## config.mk

```make
export PLATFORM = sky130hd
export DESIGN_NAME = trakball_quad_decoder
export DESIGN_NICKNAME = d
export VERILOG_FILES = /design/src/rtl/trakball_pkg.sv /design/src/rtl/trak_line_filter.sv /design/src/rtl/trakball_quad_decoder.sv
export SDC_FILE = /design/constraint.sdc
export NUM_CORES = 1
export LEC_CHECK = 0
export BUFFER_PORTS_ARGS = -buffer_cell sky130_fd_sc_hd__buf_4
export CORE_ASPECT_RATIO = 1.2
export CORE_MARGIN = 2
export CORE_UTILIZATION = 51
export DETAILED_ROUTE_END_ITERATION = 10
export PLACE_DENSITY_LB_ADDON = 0.08
export SKIP_LAST_GASP = 1
export SLEW_MARGIN = 15
export SYNTH_ARGS = -nofsm -noshare
export SYNTH_HDL_FRONTEND = slang
export SYNTH_SLANG_ARGS = --single-unit
```

## constraint.sdc

```tcl
create_clock -name clk_sys -period 2.4 [get_ports clk_sys]
set_input_delay 0.12 -clock clk_sys [delete_from_list [all_inputs] [get_ports clk_sys]]
set_output_delay 0.12 -clock clk_sys [all_outputs]
set_load 0.005 [all_outputs]
```

## src/rtl/trakball_pkg.sv

```systemverilog
// Shared constants and types for the trackball step/direction receiver.
package trakball_pkg;

    // Axis numbering used for per-axis arrays and the moved_o bit order.
    localparam int AXIS_X = 1;
    localparam int AXIS_Y = 0;

    // Bit positions inside trak_i = {x_dir, x_step, y_dir, y_step}.
    localparam int TRAK_IDX_Y_STEP = 0;
    localparam int TRAK_IDX_Y_DIR  = 1;
    localparam int TRAK_IDX_X_STEP = 2;
    localparam int TRAK_IDX_X_DIR  = 3;

    // Default position counter width and its matching type.
    localparam int TRAK_CNT_W = 4;
    typedef logic [TRAK_CNT_W-1:0] trak_cnt_t;

endpackage

```

## src/rtl/trak_line_filter.sv

```systemverilog
// One input line: synchronizer chain followed by a stability filter.
// The accepted level only moves after the synchronized line has shown the
// same level for FILT_LEN consecutive cycles, so shorter glitches vanish.
module trak_line_filter #(
    parameter int SYNC_LEN = 2,
    parameter int FILT_LEN = 3
) (
    input  logic clk_sys,
    input  logic reset_n,
    input  logic din,
    output logic level
);

    localparam int RUN_W = $clog2(FILT_LEN + 1);

    logic [SYNC_LEN-1:0] sync_chain;
    logic                synced;
    logic                cand;
    logic [RUN_W-1:0]    run_cnt;
    logic [RUN_W-1:0]    run_next;

    assign synced = sync_chain[SYNC_LEN-1];

    // Metastability chain: shift the raw line in from the bottom.
    always_ff @(posedge clk_sys or negedge reset_n) begin
        if (!reset_n) begin
            sync_chain <= '0;
        end else begin
            sync_chain <= {sync_chain[SYNC_LEN-2:0], din};
        end
    end

    // Length of the current run of equal synced samples, saturating at FILT_LEN.
    always_comb begin
        run_next = run_cnt;
        if (synced != cand) begin
            run_next = RUN_W'(1);
        end else if (run_cnt != RUN_W'(FILT_LEN)) begin
            run_next = run_cnt + RUN_W'(1);
        end
    end

    // Track the candidate level and accept it once its run is long enough.
    always_ff @(posedge clk_sys or negedge reset_n) begin
        if (!reset_n) begin
            cand    <= 1'b0;
            run_cnt <= '0;
            level   <= 1'b0;
        end else begin
            cand    <= synced;
            run_cnt <= run_next;
            if (run_next == RUN_W'(FILT_LEN)) begin
                level <= synced;
            end
        end
    end

endmodule

```

## src/rtl/trakball_quad_decoder.sv

```systemverilog
// Trackball step/direction receiver: filters the four lines, turns each
// accepted step toggle into one count on a wrapping up/down counter per
// axis, and hands the CPU a coherent X/Y snapshot on each read strobe.
module trakball_quad_decoder
    import trakball_pkg::*;
#(
    parameter int CNT_W    = TRAK_CNT_W,
    parameter int SYNC_LEN = 2,
    parameter int FILT_LEN = 3
) (
    input  logic             clk_sys,
    input  logic             reset_n,
    input  logic [3:0]       trak_i,
    input  logic             flip_i,
    input  logic             clr_i,
    input  logic             rd_i,
    output logic [CNT_W-1:0] x_cnt_o,
    output logic [CNT_W-1:0] y_cnt_o,
    output logic [1:0]       moved_o
);

    // Wrapping one-step move of a position count.
    function automatic logic [CNT_W-1:0] step_count(
        input logic [CNT_W-1:0] value,
        input logic             count_up
    );
        return count_up ? (value + CNT_W'(1)) : (value - CNT_W'(1));
    endfunction

    logic [3:0]       trak_acc;
    logic [CNT_W-1:0] snap_arr [2];

    // ---- Input conditioning: one filter per line ----
    for (genvar l = 0; l < 4; l++) begin : g_line
        trak_line_filter #(
            .SYNC_LEN (SYNC_LEN),
            .FILT_LEN (FILT_LEN)
        ) u_filter (
            .clk_sys (clk_sys),
            .reset_n (reset_n),
            .din     (trak_i[l]),
            .level   (trak_acc[l])
        );
    end

    // ---- Per-axis step detect, counter, snapshot and moved flag ----
    for (genvar a = 0; a < 2; a++) begin : g_axis
        localparam int STEP_IDX = (a == AXIS_X) ? TRAK_IDX_X_STEP : TRAK_IDX_Y_STEP;
        localparam int DIR_IDX  = (a == AXIS_X) ? TRAK_IDX_X_DIR  : TRAK_IDX_Y_DIR;

        logic             step_d1;
        logic             step_ev;
        logic             count_up;
        logic [CNT_W-1:0] live;
        logic [CNT_W-1:0] snap;
        logic             moved;

        // Any toggle of the accepted step level is exactly one count.
        assign step_ev  = trak_acc[STEP_IDX] ^ step_d1;
        assign count_up = trak_acc[DIR_IDX] ^ flip_i;

        // Delayed accepted step level; resets to 0 so a line idling high
        // after reset produces one count, like the original counter chips.
        always_ff @(posedge clk_sys or negedge reset_n) begin
            if (!reset_n) begin
                step_d1 <= 1'b0;
            end else begin
                step_d1 <= trak_acc[STEP_IDX];
            end
        end

        // Live count, CPU snapshot and sticky moved flag; clear wins over all.
        always_ff @(posedge clk_sys or negedge reset_n) begin
            if (!reset_n) begin
                live  <= '0;
                snap  <= '0;
                moved <= 1'b0;
            end else if (clr_i) begin
                live  <= '0;
                snap  <= '0;
                moved <= 1'b0;
            end else begin
                // Snapshot takes the pre-step value when a read meets a step.
                if (rd_i) begin
                    snap <= live;
                end
                if (step_ev) begin
                    live  <= step_count(live, count_up);
                    moved <= 1'b1;
                end else if (rd_i) begin
                    moved <= 1'b0;
                end
            end
        end

        assign snap_arr[a] = snap;
        assign moved_o[a]  = moved;
    end

    assign x_cnt_o = snap_arr[AXIS_X];
    assign y_cnt_o = snap_arr[AXIS_Y];

endmodule

```

# Yosys cells after proc, flatten, opt, wreduce, memory -nomap -nowiden
# Cells that the tools add are included.
op_classes:
  addsub: 8
  n_eq_ne: 12
  mux: 23
  bitwise: 4
  reduce_logical: 5
op_table:
  columns: ["op", "count"]
  rows:
  - ["4-bit two-way mux", 10]
  - ["2-bit two-way mux", 8]
  - ["2-bit by 1-bit adder with 2-bit output (second input constant)", 4]
  - ["4-bit by 1-bit adder with 4-bit output (second input constant)", 2]
  - ["2-bit equality test (second input constant)", 4]
  - ["2-bit inequality test (second input constant)", 4]
  - ["4-bit by 1-bit subtractor with 4-bit output (second input constant)", 2]
  - ["2-bit nonzero test", 3]
  - ["3-bit nonzero test", 2]
  - ["1-bit two-way mux", 5]
  - ["1-bit inequality test", 4]
  - ["1-bit bitwise XOR", 4]
totals:
  ff_bits: 44
  output_inout_bits: 10
  word_cells: 76

# Depth between registers and ports, before layout
depth:
  ltp_word: 4
  depth_mapped: 6
  mapped_depth_nobuf: 6

# Hierarchy
# From an unflattened synthesis, not the netlist that was laid out.
hier_totals:
  hier_cells: 139
  area_unflattened_um2: 1815.5
by_module_without_submodules:
  columns: ["module", "n_inst", "cells_each", "area_per_inst_um2", "seq_area_each_um2"]
  rows:
  - ["trakball_quad_decoder", 1, 88, 1022.2, 500.5]
  - ["trak_line_filter (g_line[1].u_filter ...)", 3, 13, 198.9, 150.1]
  - ["trak_line_filter (g_line[0].u_filter)", 1, 12, 196.4, 150.1]

# Least setup slack after synthesis
# No wires, ideal clock.
synth_timing:
  kind: "register -> register"
  from: "register g_line[3].u_filter.level"
  to: "register g_axis[1].live[3]"
  t_arrival_ps: 1648
  required_time_ps: 2275
  slack_ps: 627
  path_stages_with_launch: 7
  path_buffers: 0
  cell_sequence: "dfrtp_1 -> xnor2_2 -> ha_1 -> o21ai_0 -> nand2b_1 -> a211oi_1 -> mux2_4"
synth_between:
  elab_chain_len: 4
synth_rtl:
  columns: ["item", "line_no", "text"]
  rows:
  - ["start: declaration", "trak_line_filter.sv:11", "output logic level"]
  - ["start signal: assignment", "trak_line_filter.sv:53", "level <= synced;"]
  - ["1-bit bitwise XOR", "trakball_quad_decoder.sv:60", "assign count_up = trak_acc[DIR_IDX] ^ flip_i;"]
  - ["4-bit two-way mux", "trakball_quad_decoder.sv:27", "return count_up ? (value + CNT_W'(1)) : (value - CNT_W'(1));"]
  - ["4-bit two-way mux", "trakball_quad_decoder.sv:87", "if (step_ev) begin"]
  - ["4-bit two-way mux", "trakball_quad_decoder.sv:78", "end else if (clr_i) begin"]
  - ["end signal: assignment", "trakball_quad_decoder.sv:88", "live <= step_count(live, count_up);"]
  - ["end: declaration", "trakball_quad_decoder.sv:54", "logic [CNT_W-1:0] live;"]
# No other way between the ends. The select of a mux whose other input is x is not followed.
# A chain may end at the register's enable or synchronous reset.

# Final worst setup path
# Ends and elaborated chain as after synthesis.

==> impl_metrics.tcl <==
set metrics [dict create \
    finalPower_mw 1.955 \
    critPathLaunchType "flop" \
    cts_tree "done" \
    critical_path_arrival_ns 2.11 \
    synth_cells 141 \
    fraction_of_layout_instances_using_a_drive_strength_above_1_pct 20.36 \
    drtPass1Iterations 3 \
    core_area_sq_um 3367 \
    slowest_delay_ns 0.42 \
    dp.cells 191 \
    result_of_the_run "complete, no violations" \
    dp_hpwl_um 1749 \
    synthToLayoutAreaGrowth_pct 17.59 \
    buffer_ports.inserted 18 \
    detailroute.via_count 1099 \
    cp.required_ns 2.59 \
    ioPinCount 19 \
    commonest_cells_after_routing_fill_and_taps_aside "dfrtp_1 (44), nor2_1 (20), buf_4 (18)" \
    first_iter_violations 34 \
    yosys-mux-area-fraction_pct 7.024 \
    grt_setup_unrepaired "no" \
    synth_compound_gate_area_share_pct 7.789 \
    cts-root-to-sink-buffers 2 \
    synthAdderAreaFrac_pct 2.782 \
    antenna_violating_nets_post_route 0 \
    synth-warning-count 0 \
    antenna_found_initial 0 \
    post_cts_resize_count 0 \
    htree_levels 2 \
    insertedDiodeCount 0 \
    yosys.area_share.xor_xnor_pct 7.024 \
    critPathSlowestCell "dfrtp_1" \
    cpLargestDelayFamily "flip-flops" \
    routedWlPerCell_um 12.80 \
    cts_num_sinks 44 \
    grt.total_usage_pct 15.56 \
    synthesis_stage_register_bit_count 44 \
    finalNetCount 179 \
    postSynthNetCount 154 \
    die_area_sq_um 4021 \
    pwr_density_nw_per_um2 923.8 \
    worstSetupPathType "reg2reg" \
    post-route-min-period_ns 1.916 \
    endpoint_kind "flop" \
    max_cap_violations 0 \
    wire_length_of_the_first_global_routing_pass_um 4664 \
    postRouteWirelength_um 2612 \
    power_leakage_nw 0.9991 \
    timing.final.crit_share_pct 79.84 \
    most_common_cell_after_layout_fill_and_taps_aside "dfrtp_1" \
    cp_cell_sequence "xnor2_2 -> ha_1 -> o21ai_0 -> nand2b_1 -> a211oi_1 -> mux2_4" \
    tightestPinTransition_ns 0.5146 \
    initial_utilization_pct 53.44 \
    vias_per_cell 5.387 \
    fmaxAchievable_mhz 521.9 \
    timing.critical_path.buf_inv 0 \
    setup_viol 0 \
    chipWidth_um 58.22 \
    route.detailed.drc 0 \
    worst_skew_pair.late_latency_ns 0.30 \
    synth_simple_gate_area_share_pct 12.52 \
    yosysSeqAreaShare_pct 61.20 \
    pin_count_of_the_biggest_net_entering_global_routing 45 \
    gp_congestion 0.7031 \
    finish.cell_count_without_fillers 204 \
    relative_max_transition_margin_pct 65.69 \
    largest_family_of_logic_cells_by_synthesized_area "simple AND/OR/NAND/NOR gates" \
    first_global_vias 1064 \
    grt_overflow 0 \
    clk_tree_root_cell "clkbuf_8" \
    die_y_um 69.07 \
    drv_slew 0 \
    finalHoldViolations 0 \
    cts.reportedPaths.clkPinSlew_ns 0.08 \
    mappedNetlistArea_sq_um 1799 \
    skew_ns 0.004085 \
    vdd.ir_drop.worst_mv 0.6980 \
    number_of_buffers_created_by_cts 5 \
    timing.setup.tns_ns 0 \
    worst_hold_path_type "in2reg" \
    path_max_fanout 5 \
    synth.avg_cell_area_sq_um 12.76 \
    synth_cell_type_count 31 \
    placement_row_count 23 \
]
==> power breakdown <==
group          internal (mW)  switching (mW)  leakage [nW]
logic                  0.232           0.191         0.396
registers              0.859           0.113         0.549
clock network          0.308           0.252        0.0541
total                   1.40           0.556         0.999
==> cells in the mapped netlist (all sizes together) <==
| library cell | instances | area share (%) |
|---|---|---|
| dfrtp | 44 | 61 |
| nor2 | 20 | 4.2 |
| a21oi | 13 | 3.6 |
| mux2i | 10 | 5.6 |
| nand2b | 7 | 2.4 |
| xnor2 | 7 | 5.1 |
| ha | 4 | 2.8 |
| xor2 | 4 | 1.9 |
| buf | 3 | 1.0 |
| nand3b | 3 | 1.3 |
| o21a | 3 | 1.3 |
| a311o | 2 | 1.1 |
| and4bb | 2 | 1.4 |
| clkbuf | 2 | 0.42 |
| mux2 | 2 | 1.5 |
| nor2b | 2 | 0.70 |
| nor4 | 2 | 0.70 |
| o21ai | 2 | 0.56 |
| a211oi | 1 | 0.42 |
| a311oi | 1 | 0.49 |
| a31oi | 1 | 0.35 |
| inv | 1 | 0.21 |
| nand2 | 1 | 0.21 |
| nor3 | 1 | 0.28 |
| nor4bb | 1 | 0.56 |
| or2 | 1 | 0.35 |
| or3b | 1 | 0.49 |
==> cell type report <==
type	instances	area, sq um
Fill cell	277	1251
Sequential cell	44	1101
Multi-Input combinational cell	91	668.1
Timing Repair Buffer	23	185.2
Clock buffer	5	68.82
Tap cell	37	46.29
Clock inverter	3	42.54
Inverter	1	3.754
==> repair_timing <==
action                                 4_1_cts  5_1_grt
setup buffers                                0        0
hold buffers                                 5        0
endpoints found under the hold margin       48        0
==> metal layers <==
layer | vias up | global-route usage (%) | wire (um)
met3 | 5 | 6.191 | 104
met2 | 18 | 25.63 | 1341
met5 | - | 0 | 0
met4 | 0 | 6.202 | 52
met1 | 541 | 17.74 | 1113
li1 | 535 | - | -
==> logic make-up (layout without fill, tap and decap cells) <==
| logic type | count (synthesis) | after routing |
|---|---|---|
| xor gates and xnor gates | 11 | 11 |
| muxes | 12 | 12 |
| buffers and inverters | 6 | 32 |
| adders and majority gates | 4 | 4 |
| AOI/OAI and AO/OA | 23 | 23 |
| and+or+nand+nor | 41 | 41 |
| DFF | 44 | 44 |
==> final timing paths <==
| path | cells after the start | slack (ns) | start | endpoint |
|---|---|---|---|---|
| worst max register to register | 6 | 0.48 | g_line[3].u_filter.level$_DFFE_PN0N_ | g_axis[1].live[3]$_DFFE_PN0P_ |
| worst max-delay path | 6 | 0.48 | g_line[3].u_filter.level$_DFFE_PN0N_ | g_axis[1].live[3]$_DFFE_PN0P_ |
| max in group asynchronous | 2 | 1.71 | reset_n | g_line[1].u_filter.run_cnt[1]$_DFF_PN0_ |
| worst min register to register | 0 | 0.35 | g_line[1].u_filter.sync_chain[0]$_DFF_PN0_ | g_line[1].u_filter.sync_chain[1]$_DFF_PN0_ |
| worst min-delay path | 2 | 0.14 | clr_i | g_axis[0].live[0]$_DFFE_PN0P_ |
| min in group asynchronous | 2 | 0.33 | reset_n | g_axis[0].live[3]$_DFFE_PN0P_ |
==> sequential cells by signal (all words and copies together), names as in the netlist <==
name                        flops
g_line.u_filter.sync_chain      8
y_cnt_o                         4
x_cnt_o                         4
g_line.u_filter.cand            4
g_axis.step_d1                  2
g_line.u_filter.level           4
g_axis.moved                    2
g_line.u_filter.run_cnt         8
g_axis.live                     8
==> per-stage QoR <==
stage / util [%] / worst slack [ns] / hold WS, ns / cell area (sq um)
after floorplan: - / 0.6269 / -0.1756 / 1799
after global placement: 58.05 / 0.5888 / 0.1309 / 1954
after detailed placement: 58.05 / 0.5110 / 0.1406 / 1954
after CTS: 62.84 / 0.4985 / 0.1320 / 2116
after global routing: 62.84 / 0.3517 / 0.1605 / 2116
final: 62.84 / 0.4839 / 0.1391 / 2116
Power figures use the tool's default switching activity.
